`src/rtl/display_scan_ctrl.sv`:
```
`default_nettype none
// ============================================================================
// Module      : display_scan_ctrl
// Description : Time-multiplexed scan controller for a 4-digit 7-segment
//               display. Each digit is driven for REFRESH_DIV cycles and
//               followed by GAP_CYC blank cycles to suppress ghosting. New
//               display contents are double-buffered: a load goes into a
//               pending buffer and is committed only at a frame boundary
//               (or at once while idle), so a frame never shows mixed data.
// Ports       : clk, rst (sync, active-high), en (scan enable),
//               data[15:0] / dp_in[3:0] / load (pending buffer write),
//               an[3:0] (active-low anodes), nib[3:0] (digit nibble),
//               dp (active-low decimal point), blank (segments off),
//               ack (commit pulse), frame_done (end of digit-3 slot).
// Options     : LEADING_ZERO_BLANK_EN - blank leading zero digits 3..1.
// Revision    : 1.0 - initial release
// ============================================================================
module display_scan_ctrl #(
    parameter int REFRESH_DIV = 50000,
    parameter int GAP_CYC     = 16
) (
    input  logic        clk,
    input  logic        rst,
    input  logic        en,
    input  logic [15:0] data,
    input  logic [3:0]  dp_in,
    input  logic        load,
    output logic [3:0]  an,
    output logic [3:0]  nib,
    output logic        dp,
    output logic        blank,
    output logic        ack,
    output logic        frame_done
);

    localparam logic [1:0]  c_st_idle   = 2'd0;
    localparam logic [1:0]  c_st_show   = 2'd1;
    localparam logic [1:0]  c_st_gap    = 2'd2;
    localparam logic [19:0] c_show_last = 20'(REFRESH_DIV - 1);
    // Only meaningful when GAP_CYC > 0; the GAP state is unreachable otherwise.
    localparam logic [19:0] c_gap_last  = 20'(GAP_CYC - 1);

    logic [1:0]  r_state;
    logic [1:0]  r_digit;
    logic [19:0] r_cnt;
    logic [15:0] r_active;
    logic [3:0]  r_active_dp;
    logic [15:0] r_pending;
    logic [3:0]  r_pending_dp;
    logic        r_pending_vld;

    logic [1:0]  w_state_nxt;
    logic [1:0]  w_digit_nxt;
    logic [19:0] w_cnt_nxt;
    logic        w_frame_end;
    logic        w_commit_slot;
    logic [3:0]  w_lz;

    // ------------------------------------------------------------------------
    // Scan sequencer: state, digit index and dwell counter
    // ------------------------------------------------------------------------
    always_ff @(posedge clk) begin
        if (rst) begin
            r_state <= c_st_idle;
            r_digit <= 2'd0;
            r_cnt   <= 20'd0;
        end else begin
            r_state <= w_state_nxt;
            r_digit <= w_digit_nxt;
            r_cnt   <= w_cnt_nxt;
        end
    end

    always_comb begin
        w_state_nxt = r_state;
        w_digit_nxt = r_digit;
        w_cnt_nxt   = r_cnt;
        w_frame_end = 1'b0;
        case (r_state)
            c_st_idle: begin
                w_digit_nxt = 2'd0;
                w_cnt_nxt   = 20'd0;
                if (en) begin
                    w_state_nxt = c_st_show;
                end
            end
            c_st_show: begin
                if (r_cnt == c_show_last) begin
                    w_cnt_nxt = 20'd0;
                    if (GAP_CYC > 0) begin
                        w_state_nxt = c_st_gap;
                    end else begin
                        // No gap: the last SHOW cycle of digit 3 closes the frame.
                        w_digit_nxt = r_digit + 2'd1;
                        w_frame_end = (r_digit == 2'd3);
                    end
                end else begin
                    w_cnt_nxt = r_cnt + 20'd1;
                end
            end
            c_st_gap: begin
                if (r_cnt == c_gap_last) begin
                    w_cnt_nxt   = 20'd0;
                    w_state_nxt = c_st_show;
                    w_digit_nxt = r_digit + 2'd1;
                    w_frame_end = (r_digit == 2'd3);
                end else begin
                    w_cnt_nxt = r_cnt + 20'd1;
                end
            end
            default: begin
                w_state_nxt = c_st_idle;
                w_digit_nxt = 2'd0;
                w_cnt_nxt   = 20'd0;
            end
        endcase
        // Disabling always wins and restarts the scan from digit 0 later.
        if (!en) begin
            w_state_nxt = c_st_idle;
            w_digit_nxt = 2'd0;
            w_cnt_nxt   = 20'd0;
        end
    end

    // ------------------------------------------------------------------------
    // Double buffer. Commits happen at a frame boundary, or in IDLE where no
    // frame is on screen. A load landing on a commit slot bypasses pending.
    // ------------------------------------------------------------------------
    assign w_commit_slot = w_frame_end || (r_state == c_st_idle);

    always_ff @(posedge clk) begin
        if (rst) begin
            r_active      <= 16'h0000;
            r_active_dp   <= 4'h0;
            r_pending     <= 16'h0000;
            r_pending_dp  <= 4'h0;
            r_pending_vld <= 1'b0;
        end else if (w_commit_slot && load) begin
            r_active      <= data;
            r_active_dp   <= dp_in;
            r_pending_vld <= 1'b0;
        end else if (w_commit_slot && r_pending_vld) begin
            r_active      <= r_pending;
            r_active_dp   <= r_pending_dp;
            r_pending_vld <= 1'b0;
        end else if (load) begin
            r_pending     <= data;
            r_pending_dp  <= dp_in;
            r_pending_vld <= 1'b1;
        end
    end

    assign ack        = !rst && w_commit_slot && (load || r_pending_vld);
    assign frame_done = !rst && w_frame_end;

    // ------------------------------------------------------------------------
    // Leading-zero mask: w_lz[i]=1 when digit i and every digit above it is 0.
    // ------------------------------------------------------------------------
`ifdef LEADING_ZERO_BLANK_EN
    assign w_lz[3] = (r_active[15:12] == 4'h0);
    assign w_lz[2] = w_lz[3] && (r_active[11:8] == 4'h0);
    assign w_lz[1] = w_lz[2] && (r_active[7:4] == 4'h0);
    assign w_lz[0] = 1'b0;
`else
    assign w_lz = 4'h0;
`endif

    // ------------------------------------------------------------------------
    // Output decode. nib follows the digit index, so it holds through GAP.
    // ------------------------------------------------------------------------
    always_comb begin
        an    = 4'hF;
        nib   = r_active[{r_digit, 2'b00} +: 4];
        dp    = 1'b1;
        blank = 1'b1;
        if (r_state == c_st_show) begin
            an    = ~(4'b0001 << r_digit);
            dp    = ~r_active_dp[r_digit];
            blank = w_lz[r_digit];
        end
        if (rst) begin
            an    = 4'hF;
            nib   = 4'h0;
            dp    = 1'b1;
            blank = 1'b1;
        end
    end

endmodule
`default_nettype wire

```
`config.mk`:
```
export PLATFORM = sky130hd
export DESIGN_NAME = display_scan_ctrl
export DESIGN_NICKNAME = d
export VERILOG_FILES = /design/src/rtl/display_scan_ctrl.sv
export SDC_FILE = /design/constraint.sdc
export NUM_CORES = 1
export LEC_CHECK = 0
export CAP_MARGIN = 20
export CORE_MARGIN = 2
export CORE_UTILIZATION = 50
export DETAILED_ROUTE_END_ITERATION = 10
export GPL_ROUTABILITY_DRIVEN = 0
export PLACE_DENSITY = 0.75
export SLEW_MARGIN = 20
export SYNTH_ARGS = -nofsm -noshare
export SYNTH_HDL_FRONTEND = slang
export SYNTH_SLANG_ARGS = --single-unit
```
`constraint.sdc`:
```
create_clock -name clk -period 1.7 [get_ports clk]
set_input_delay 0.34 -clock clk [delete_from_list [all_inputs] [get_ports clk]]
set_output_delay 0.34 -clock clk [all_outputs]
set_load 0.005 [all_outputs]
```
==> results of run 1 <==
-- cell usage in the layout (no fill, tap or decap), types with 3 or more instances in the layout --
cell type,n
nand2_2,5
nand2_1,8
nand4_1,5
ha_1,6
a21oi_2,3
nand3b_1,19
nor2b_4,4
nor3_1,4
nor2_1,42
inv_1,7
ha_4,3
a21oi_1,20
buf_2,10
inv_4,3
nand3_1,6
o21ai_0,19
o21a_1,20
xor2_1,7
clkbuf_8,11
xnor2_1,10
mux4_2,5
buf_4,68
clkdlybuf4s50_1,22
dfxtp_1,57
nor2_4,4
buf_6,26
mux2i_1,20
dfxtp_2,6
buf_12,5
-- per-stage QoR --
step / setup slack (ns) / power (mW) / setup TNS [ns]
floorplan: -0.107 / 1.84 / -0.229
detailed placement: -0.564 / 2.01 / -20.26
finish: -0.530 / 3.48 / -26.61
global placement: -0.515 / 2.00 / -17.11
global route: -0.586 / 3.60 / -30.19
CTS: -0.506 / 3.43 / -18.90
-- path summary, 6_finish.rpt --
path,from,end,slack (ns),cells past startpoint
setup / recovery,r_cnt[18],ack,-0.53,7
hold / removal,r_active[8],r_active[8],0.47,1
hold reg to reg,r_active[8],r_active[8],0.47,1
setup reg to reg,r_cnt[9],r_cnt[11],-0.52,12
-- synthesized netlist by cell type (all sizes together) (6+ instances only) --
library cell | n | share of area
nor2 | 48 | 0.060
o21a | 21 | 0.051
buf | 8 | 0.013
ha | 9 | 0.036
a21oi | 23 | 0.037
clkbuf | 13 | 0.016
o21ai | 20 | 0.032
nor2b | 6 | 0.012
mux2i | 20 | 0.064
dfxtp | 65 | 0.42
nor3 | 6 | 0.0096
inv | 11 | 0.013
nand3b | 19 | 0.046
xor2 | 7 | 0.020
xnor2 | 10 | 0.028
nand2 | 13 | 0.016
nand3 | 6 | 0.0096
-- layer usage --
metal | global-route usage | part of all wire | routed length [um]
met5 | 0 | 0 | 0
met4 | 0.151 | 0.046 | 486
met2 | 0.461 | 0.50 | 5240
met3 | 0.0586 | 0.049 | 514
met1 | 0.335 | 0.41 | 4270
-- flip-flops by register name, summed over array words and instances, names as in the netlist --
signal and count:
r_pending 16, r_state 2, r_cnt 20, r_active_dp 4, r_pending_dp 4, r_digit 2
r_pending_vld 1, r_active 16
-- cell families after synthesis --
group	after synthesis	synth area share
muxes	25	0.100
buffers and inverters	32	0.0421
xor gates and xnor gates	17	0.0477
adders and majority gates	9	0.0361
AOI/OAI and AO/OA	74	0.145
and+or+nand+nor	122	0.211
DFF	65	0.417
-- where the power goes --
part	total, mW	internal, mW	switching [mW]
sequential	1.61	1.58	0.0323
clock	1.39	0.759	0.629
combinational	0.481	0.268	0.213
total	3.48	2.61	0.874
-- layout make-up --
class,count,area [um2]
fill,340,1100
clock inverter,4,51.3
timing repair buffer,137,1290
sequential,65,1320
tap,75,93.8
multi-input combinational,247,1930
clock buffer,12,155
inverter,11,48.8
-- what timing repair did --
| item | 4_1_cts | 5_1_grt |
|---|---|---|
| setup buffers | 24 | 13 |
| cloned | 4 | 1 |
| setup endpoints to repair | 75 | 77 |
| resized for setup | 103 | 40 |
| pin swaps | 13 | 17 |
| hold buffers | 0 | 0 |
==> results.tsv, run 1 <==
metric	value	unit
violations	setup timing	
path_clk_slew	0.07	ns
status	finished with violations	
synth_area_per_cell	9.07	um2
cpLargestDelayFamily	simple AND/OR/NAND/NOR gates	
vdd_ir_drop_max	0.000755	V
diodes	0	
slew_viol_final	0	
grt_usage	0.278	
yosysSeqAreaShare	0.417	
drive_above_1_share	0.389	
synth_cell_type_count	45	
clock_latency	0.35	ns
ys_warn_count	0	
async_reset_ff_frac	0	
hold_class	register to register	
postRouteAntennaNets	0	
nets	504	
clock-sinks	65	
grt_pass1_vias	3186	
vias	3239	
cp.arrival	1.89	ns
fmax	0.448	GHz
hold_ws	0.466	ns
initial_core_util	0.521	
powerDensity	712	mW/mm2
firstDrtPassIters	5	
netlist_area	0.00312	mm2
worstMarginPinSlew	0.433	ns
finalCritPeriodShare	1.31	
root_buffer	clkbuf_8	
syn_to_final_growth	56.7	%
dpl.hpwl	5270	um
row_count	28	
die_x	83.0	um
fin_cells	551	
grt_max_degree	21	
dieArea	0.00689	mm2
numCtsBuffers	9	
cts_tree	done	
overflow	0	
synth_edf_count	0	
ys_ff_latch	65	
grt_pass1_wl	15300	um
maxCapViolations	0	
wl_per_cell	19.1	um
finalSetupViolations	75	
drt-vias-per-instance	5.88	
numPortBuffers	35	
finalHoldViolCount	0	
drt_wl_total	10500	um
dpl_cell_area	0.00404	mm2
p_leak	1.91	nW
crit_buf_inv	3	
stdcell_area	0.00489	mm2
cp-end-kind	output port	
crit_required	1.36	ns
dp.cells	497	
crit_chain	nor4b_4, and4_4, buf_6, a31o_4, inv_2, nor3_4, buf_2	
layout_setup_ws	-0.530	ns
core_area	0.00599	mm2
drc	0	
slowest_delay	0.36	ns
critPathMaxFanout	4	
die_h	83.0	um
htreeDepth	3	
drtIter0Drc	181	
period_needed	2.23	ns
final_util	0.816	
rsz0062_at_grt	true	
relSlewSlack	0.708	
antenna_found_initial	0	
io_pins	36	
cts_buffer_depth	2	
path_class	register to output port	
syn_inst	344	
startpoint_type	register	
cp_slowest_cell	dfxtp_2	
fin_worst_skew	0.0169	ns
ys.flop_type	dfxtp_1	
syn-num-nets	377	
No activity file was read; power rests on OpenSTA's default activity.
==> run 2, diff against run 1 <==
CORE_UTILIZATION = 55   (was 50)
PLACE_DENSITY = 0.79   (was 0.75)
clock period = 2.76 ns   (was 1.7 ns; I/O delays follow)
==> run 2 against run 1 <==
  * Global-route usage down 4.1 points
  * Routed wire length is 36% lower
  * The flow now finishes without violations
  * Register-to-register slack improved by 0.89 ns
==> results.tsv, run 2 (synthesis gave the netlist of run 1 again) <==
metric	value	unit	change
row_count	27		-3.6%
final_common_cell	dfxtp_1		
critPathMostFrequentCell	clkdlybuf4s50_1		
slowest_delay	0.62	ns	+0.26 ns
grt_max_degree	40		+90%
slew_viol_final	0		unchanged
fmax	0.383	GHz	
hold_ws	0.453	ns	-0.0122 ns
wl_per_cell	14.7	um	-23%
pwr-share-comb	0.097		-0.041
crit_required	2.21	ns	+0.85 ns
root_buffer	clkbuf_8		
core_area	0.00551	mm2	-8.1%
numPortBuffers	35		unchanged
grt_usage	0.237		-0.0408
finalCritPeriodShare	0.946		
drt-vias-per-instance	5.64		-4.1%
path_class	primary input to output port		
fill_cells	404		+19%
p_leak	1.33	nW	-31%
power_frac_clock	0.411		+0.012
drive_above_1_share	0.126		-0.262
firstDrtPassIters	4		-1
postRouteAntennaNets	0		unchanged
r2r.worst_path.cells	6		-6
finalHoldViolCount	0		unchanged
intPower	1.54	mW	-41%
top_regs	r_cnt: 20 flops, r_active: 16 flops, r_pending: 16 flops		
grt_pass1_vias	2503		-21%
worstMarginPinSlew	0.702	ns	+0.268 ns
rsz0062_at_grt	false		
htreeDepth	3		unchanged
maxCapViolations	0		unchanged
seq_area	0.00130	mm2	-0.95%
ff2ff_setup_slack	0.37	ns	+0.89 ns
min_to	r_cnt[0]		
status	finished clean		
overflow	0		unchanged
clock-sinks	65		unchanged
clock_latency	0.35	ns	about the same
finalSetupViolations	0		-100%
io_pins	36		unchanged
fin_worst_skew	0.00900	ns	-0.00795 ns
period_needed	2.61	ns	
drtIter0Drc	140		-23%
seq_power_share	0.492		+0.029
syn_to_final_growth	22.3	%	
numCtsBuffers	9		unchanged
swShare	0.235		-0.0164
path_clk_slew	0.07	ns	about the same
switchingPower	0.474	mW	-46%
critPathMaxFanout	9		+5
powerDensity	529	mW/mm2	-26%
cts_tree	done		
antenna_found_initial	0		unchanged
final_cell_mix	dfxtp_1 (63), nor2_1 (47), clkdlybuf4s50_1 (33)		
startpoint_type	primary input		
worstReg2RegEnd	r_active_dp[2]		
nets	416		-17%
dpl.hpwl	4640	um	-12%
die_h	79.3	um	-4.4%
initial_core_util	0.566		+0.0458
die_x	79.3	um	-4.4%
multi_input_area	0.00172	mm2	-11%
ctsHoldBuffers	0		unchanged
grt_pass1_wl	11500	um	-25%
vdd_ir_drop_max	0.000291	V	-61%
min-delay-start	r_cnt[0]		
largest_reg_flops	20		unchanged
stdcell_area	0.00382	mm2	-22%
crit_buf_inv	3		unchanged
whs_path_depth	1		unchanged
cp-end-kind	output port		
largest-register	r_cnt		
cts_buffer_depth	2		unchanged
crit_chain	clkdlybuf4s50_1, buf_4, nor2b_1, clkdlybuf4s50_1		
dieArea	0.00629	mm2	-8.7%
drt_wl_total	6750	um	-36%
setup-tns-final	0	ns	+26.61 ns
cpLargestDelayFamily	buffers and inverters		
reg2reg_from	r_cnt[6]		
vias	2594		-20%
hold_class	register to register		
cp.arrival	2.06	ns	+0.17 ns
relSlewSlack	0.532		-0.176
cp_slowest_cell	clkdlybuf4s50_1		
dpl_cell_area	0.00358	mm2	-11%
drc	0		unchanged
diodes	0		unchanged
run 2: cell types whose count changed in the layout (fill, tap and decap cells not counted), sizes merged:
cell,delta
buf,-98
clkdlybuf4s50,+11
bufbuf,-1
clkbuf,-1
dlygate4sd2,+1
run 2: metrics by stage:
| stage | utilization | total power [mW] | setup WS [ns] | cells |
|---|---|---|---|---|
| floorplan | - | 1.13 | 0.613 | 344 |
| global placement | 0.651 | 1.20 | 0.112 | 443 |
| detailed placement | 0.651 | 1.21 | 0.0745 | 443 |
| CTS | 0.693 | 2.03 | 0.121 | 460 |
| global route | 0.693 | 2.09 | 0.0651 | 460 |
| finish | 0.693 | 2.02 | 0.149 | 460 |
run 2: final cells by class:
type	instances	share of cell area
Multi-Input combinational cell	247	0.451
Sequential cell	65	0.342
Timing Repair Buffer	49	0.119
Clock buffer	12	0.0407
Tap cell	72	0.0236
Clock inverter	4	0.0134
Inverter	11	0.0108
run 2: what timing repair did:
item                       4_1_cts  5_1_grt
buffers inserted                 1        0
setup endpoints to repair        2        3
gates resized for setup          8        1
pin swaps                        4        0
run 2: worst max-delay path by stage:
stage          cells past startpoint    endpoint  startpoint
3_5_place_dp                       6         ack    r_cnt[6]
2_1_floorplan                      7         ack    r_cnt[0]
3_3_place_gp                       6         ack    r_cnt[6]
5_1_grt                            6  frame_done    r_cnt[5]
4_1_cts                            6         ack    r_cnt[6]
6_report                           4      nib[0]         rst
run 2: per-layer routing:
metal,share of wire,vias up,wire (um),global-route usage
met1,0.46,1228,3110,0.300
met5,0,-,0,0
li1,-,1281,-,-
met3,0.039,23,265,0.0568
met4,0.033,0,226,0.128
met2,0.47,62,3140,0.373
run 2: power groups by stage:
| stage | clock network, mW | logic [mW] | registers [mW] |
|---|---|---|---|
| 5_1_grt | 0.881 | 0.215 | 0.996 |
| 3_5_place_dp | 0 | 0.194 | 1.01 |
| 4_1_cts | 0.841 | 0.196 | 0.992 |
| 2_1_floorplan | 0 | 0.118 | 1.01 |
| 3_3_place_gp | 0 | 0.191 | 1.01 |
| 6_report | 0.829 | 0.196 | 0.993 |
==> run 3, diff against run 2 <==
RECOVER_POWER = 100   (was unset)
==> run 3 against run 2 <==
  * Sequential share of layout area is 0.27 points higher
  * Critical path type is now register to output port
  * Register-to-register slack about the same
  * Die area stayed put
  * Clock skew is essentially flat
  * Worst setup slack lost 0.0073 ns
  * Via count decreased by 0.39%
  * Combinational power barely moved
  * Critical endpoint is now nib[1]
==> results.tsv, run 3 (synthesis gave the netlist of run 1 again) <==
metric	value	unit	change
dp_slack	0.0745	ns	unchanged
ff2ff_setup_slack	0.37	ns	about the same
root_buffer	clkbuf_8		
io_pins	36		unchanged
htreeDepth	3		unchanged
largest-register	r_cnt		
setup-tns-final	0	ns	unchanged
period_needed	2.62	ns	+0.00726 ns
top_regs	r_cnt: 20 flops, r_active: 16 flops, r_pending: 16 flops		
r2r.worst_path.cells	8		+2
fill_cells	408		+0.99%
min-delay-start	r_cnt[0]		
min_to	r_cnt[0]		
cts_buffer_depth	2		unchanged
rsz0062_at_grt	false		
worstReg2RegEnd	r_pending_dp[2]		
die_h	79.3	um	unchanged
drt-vias-per-instance	5.62		-0.39%
die_x	79.3	um	unchanged
row_count	27		unchanged
syn_to_final_growth	21.4	%	
dpl_cell_area	0.00358	mm2	unchanged
path_class	register to output port		
worstMarginPinSlew	0.708	ns	+0.00634 ns
grt_max_degree	40		unchanged
total_power	2.01	mW	-0.24%
cp-end-kind	output port		
initial_core_util	0.566		unchanged
wl_per_cell	14.6	um	-0.24%
relSlewSlack	0.528		-0.00423
fin_worst_skew	0.00939	ns	+0.000389 ns
numPortBuffers	35		unchanged
overflow	0		unchanged
drive_above_1_share	0.121		-0.00515
reg2reg_from	r_cnt[0]		
critPathMaxFanout	9		unchanged
clock-sinks	65		unchanged
final_cell_mix	dfxtp_1 (63), nor2_1 (47), clkdlybuf4s50_1 (33)		
drc	0		unchanged
final_common_cell	dfxtp_1		
finalHoldViolCount	0		unchanged
whs_path_depth	1		unchanged
clock_latency	0.35	ns	about the same
powerDensity	532	mW/mm2	+0.55%
seq_area	0.00130	mm2	unchanged
largest_reg_flops	20		unchanged
p_leak	1.32	nW	-0.36%
status	finished clean		
postRouteAntennaNets	0		unchanged
core_area	0.00551	mm2	unchanged
diodes	0		unchanged
drtIter0Drc	121		-14%
drt_wl_total	6730	um	-0.24%
dieArea	0.00629	mm2	unchanged
maxCapViolations	0		unchanged
dp.cells	443		unchanged
dpl.hpwl	4640	um	unchanged
firstDrtPassIters	4		unchanged
startpoint_type	register		
fmax	0.382	GHz	-0.28%
grt_usage	0.237		unchanged
slew_viol_final	0		unchanged
numCtsBuffers	9		unchanged
path_clk_slew	0.07	ns	about the same
finalSetupViolations	0		unchanged
multi_input_area	0.00170	mm2	-1.3%
grt_pass1_wl	11500	um	unchanged
cp.arrival	2.07	ns	about the same
finalCritPeriodShare	0.948		+0.00263
antenna_found_initial	0		unchanged
layout_setup_ws	0.142	ns	-0.00726 ns
fin_cells	460		unchanged
grt_pass1_vias	2503		unchanged
hold_class	register to register		
crit_required	2.21	ns	about the same
vias	2584		-0.39%
cts_tree	done		
vdd_ir_drop_max	0.000291	V	about the same
stdcell_area	0.00379	mm2	-0.79%
nets	416		unchanged
run 3: timing repair:
| action | 4_1_cts | 5_1_grt |
|---|---|---|
| buffers inserted | 1 | 0 |
| setup endpoints to repair | 2 | 3 |
| resized for setup | 8 | 1 |
| hold endpoints to repair | 0 | 0 |
| hold buffers | 0 | 0 |
| pin swaps | 4 | 0 |
| cloned | 0 | 0 |
run 3: per-layer routing:
metal  up-vias  track usage  wire (um)
li1       1282            -          -
met1      1222        0.300       3080
met2        62        0.373       3180
met3        18       0.0568        291
met4         0        0.128        186
met5         -            0          0
run 3: where the power goes:
group	total (mW)	internal [mW]	switching, mW	leakage, nW
clock network	0.827	0.466	0.360	0.103
registers	0.993	0.975	0.0185	0.531
logic	0.193	0.102	0.0917	0.688
run 3: worst max-delay path by stage:
| stage | cells after the start | to | slack (ns) | startpoint |
|---|---|---|---|---|
| final | 4 | nib[1] | 0.14 | r_digit[0] |
| after global routing | 6 | frame_done | 0.06 | r_cnt[5] |
| after CTS | 6 | ack | 0.12 | r_cnt[6] |
| after detailed placement | 6 | ack | 0.07 | r_cnt[6] |
| after global placement | 6 | ack | 0.11 | r_cnt[6] |
| after floorplan | 7 | ack | 0.61 | r_cnt[0] |
run 3: cell type report:
cell class	instances	area share
clock buffers	12	0.0410
clock inverters	4	0.0135
inverters	11	0.0109
multi-input cells	247	0.449
flip-flops and latches	65	0.344
well taps	72	0.0238
repair buffers	49	0.118
run 3: critical path: stages (launching register included):
cell	delay (ns)
dfxtp_1	0.33
clkbuf_4	0.23
mux4_2	0.52
nor2b_1	0.17
clkdlybuf4s50_1	0.47
run 3: stage by stage:
step / hold WS, ns / util
final: 0.453 / 0.688
after global routing: 0.474 / 0.688
after CTS: 0.454 / 0.693
after detailed placement: 0.444 / 0.651
after global placement: 0.431 / 0.651
after floorplan: 0.418 / -
==> patch, RTL diff (flow settings as in run 1) <==
The parameter `REFRESH_DIV` goes from 50000 to 25000.
--- a/src/rtl/display_scan_ctrl.sv
+++ b/src/rtl/display_scan_ctrl.sv
@@ -17,5 +17,5 @@
 // ============================================================================
 module display_scan_ctrl #(
-    parameter int REFRESH_DIV = 50000,
+    parameter int REFRESH_DIV = 25000,
     parameter int GAP_CYC     = 16
 ) (
Formal check against the unedited RTL: no difference found for any inputs over 10 cycles, from zero or initial values and one cycle with rst high; that may be too few to reach the edited logic, so the function may still have changed.
==> patch against run 1 <==
- the flow still finishes with violations (setup timing)
- routed wire length is 19% higher
- sequential cell count stayed put
- design area is 1.9% higher
- sequential power hardly changed
- worst setup slack worse by 150 ps
- critical path depth stayed put
- synthesized area is 4.2% lower
- power is 1.7% higher
==> patch: results (changes against run 1) <==
| Metric | Value |
|---|---|
| Status | finished, violations left (unchanged) |
| Failing checks | setup timing (unchanged) |
| Final WS setup | -682 ps (was -530 ps) |
| Worst path slowest cell | or4_4 (was dfxtp_2) |
| Synth cell count leaders | nor2_1, dfxtp_1, nand2_1 (was dfxtp_1, nor2_1, a21oi_1) |
| Met2 Resource Use GR | 0.592 (was 0.461) |
| Final Skew | 31.9 ps (was 16.9 ps) |
| Distinct cells, synth | 36 (was 45) |
| Mapped Nets | 373 (was 377) |
| # nets final | 492 (was 504) |
| Global-route wire length before repair | 15.8 mm (was 15.3 mm) |
| Cells after DPL | 482 (was 497) |
| Mean Syn Cell Area | 8.79 um^2 (was 9.07 um^2) |
| Grt met3 use | 0.0633 (was 0.0586) |
| Placed cell areas | 3810 um^2 (was 4040 um^2) |
| Skew-Pair Late Insertion Delay | 370 ps (was 350 ps) |
| Max incr delay on CP | 550 ps (was 360 ps) |
| Via Count | 3307 (was 3239) |
| Final WL | 12.5 mm (was 10.5 mm) |
| Dpl ws | -612 ps (was -564 ps) |
| Arrival @ worst endpoint | 2040 ps (was 1890 ps) |
| FF-to-FF setup slack | -670 ps (was -520 ps) |
| CP startpoint | r_cnt[14] (was r_cnt[18]) |
| GRT Util Overall | 0.332 (was 0.278) |
| Post-DP HPWL | 4.77 mm (was 5.27 mm) |
| Sum Neg Setup Slack | -35630 ps (was -26610 ps) |
| Final setup viols | 77 (was 75) |
## patch: how the worst max path moves through the flow
stage,slack [ps],depth (start not counted),end
6_report,-680,7,ack
2_1_floorplan,-190,6,ack
5_1_grt,-720,10,r_pending[15]
3_5_place_dp,-610,6,ack
3_3_place_gp,-580,6,ack
4_1_cts,-590,7,ack
## patch: final cells by class
cell class,count,area share
clock inverter,7,0.0141
multi-input combinational,247,0.405
clock buffer,9,0.0249
timing repair buffer,127,0.267
tap,75,0.0188
sequential,65,0.263
inverter,9,0.00779
## patch: repair_timing
action,CTS,global route
cloned,9,2
setup endpoints to repair,76,77
gates resized for setup,124,58
hold buffers,0,0
pin swaps,37,9
buffers inserted,34,8
## patch: power breakdown
part | leakage, nW | switching [mW] | total [mW] | internal [mW]
clock | 0.0994 | 0.724 | 1.40 | 0.678
sequential | 0.531 | 0.0380 | 1.61 | 1.57
combinational | 1.35 | 0.257 | 0.528 | 0.271
## patch: logic make-up (layout without fill, tap and decap cells)
| family | Yosys count | in the layout | synth area share |
|---|---|---|---|
| compound gates | 35 | 35 | 0.0896 |
| mux | 26 | 26 | 0.108 |
| buf+inv | 28 | 152 | 0.0389 |
| flops | 65 | 65 | 0.436 |
| fa+ha+maj | 9 | 9 | 0.0377 |
| simple gates | 159 | 159 | 0.237 |
| xor+xnor | 18 | 18 | 0.0528 |
## patch: layer usage
| metal | vias to the layer above | part of all wire |
|---|---|---|
| met5 | - | 0 |
| met4 | 0 | 0.078 |
| met3 | 84 | 0.078 |
| met2 | 224 | 0.51 |
| met1 | 1592 | 0.34 |
| li1 | 1407 | - |
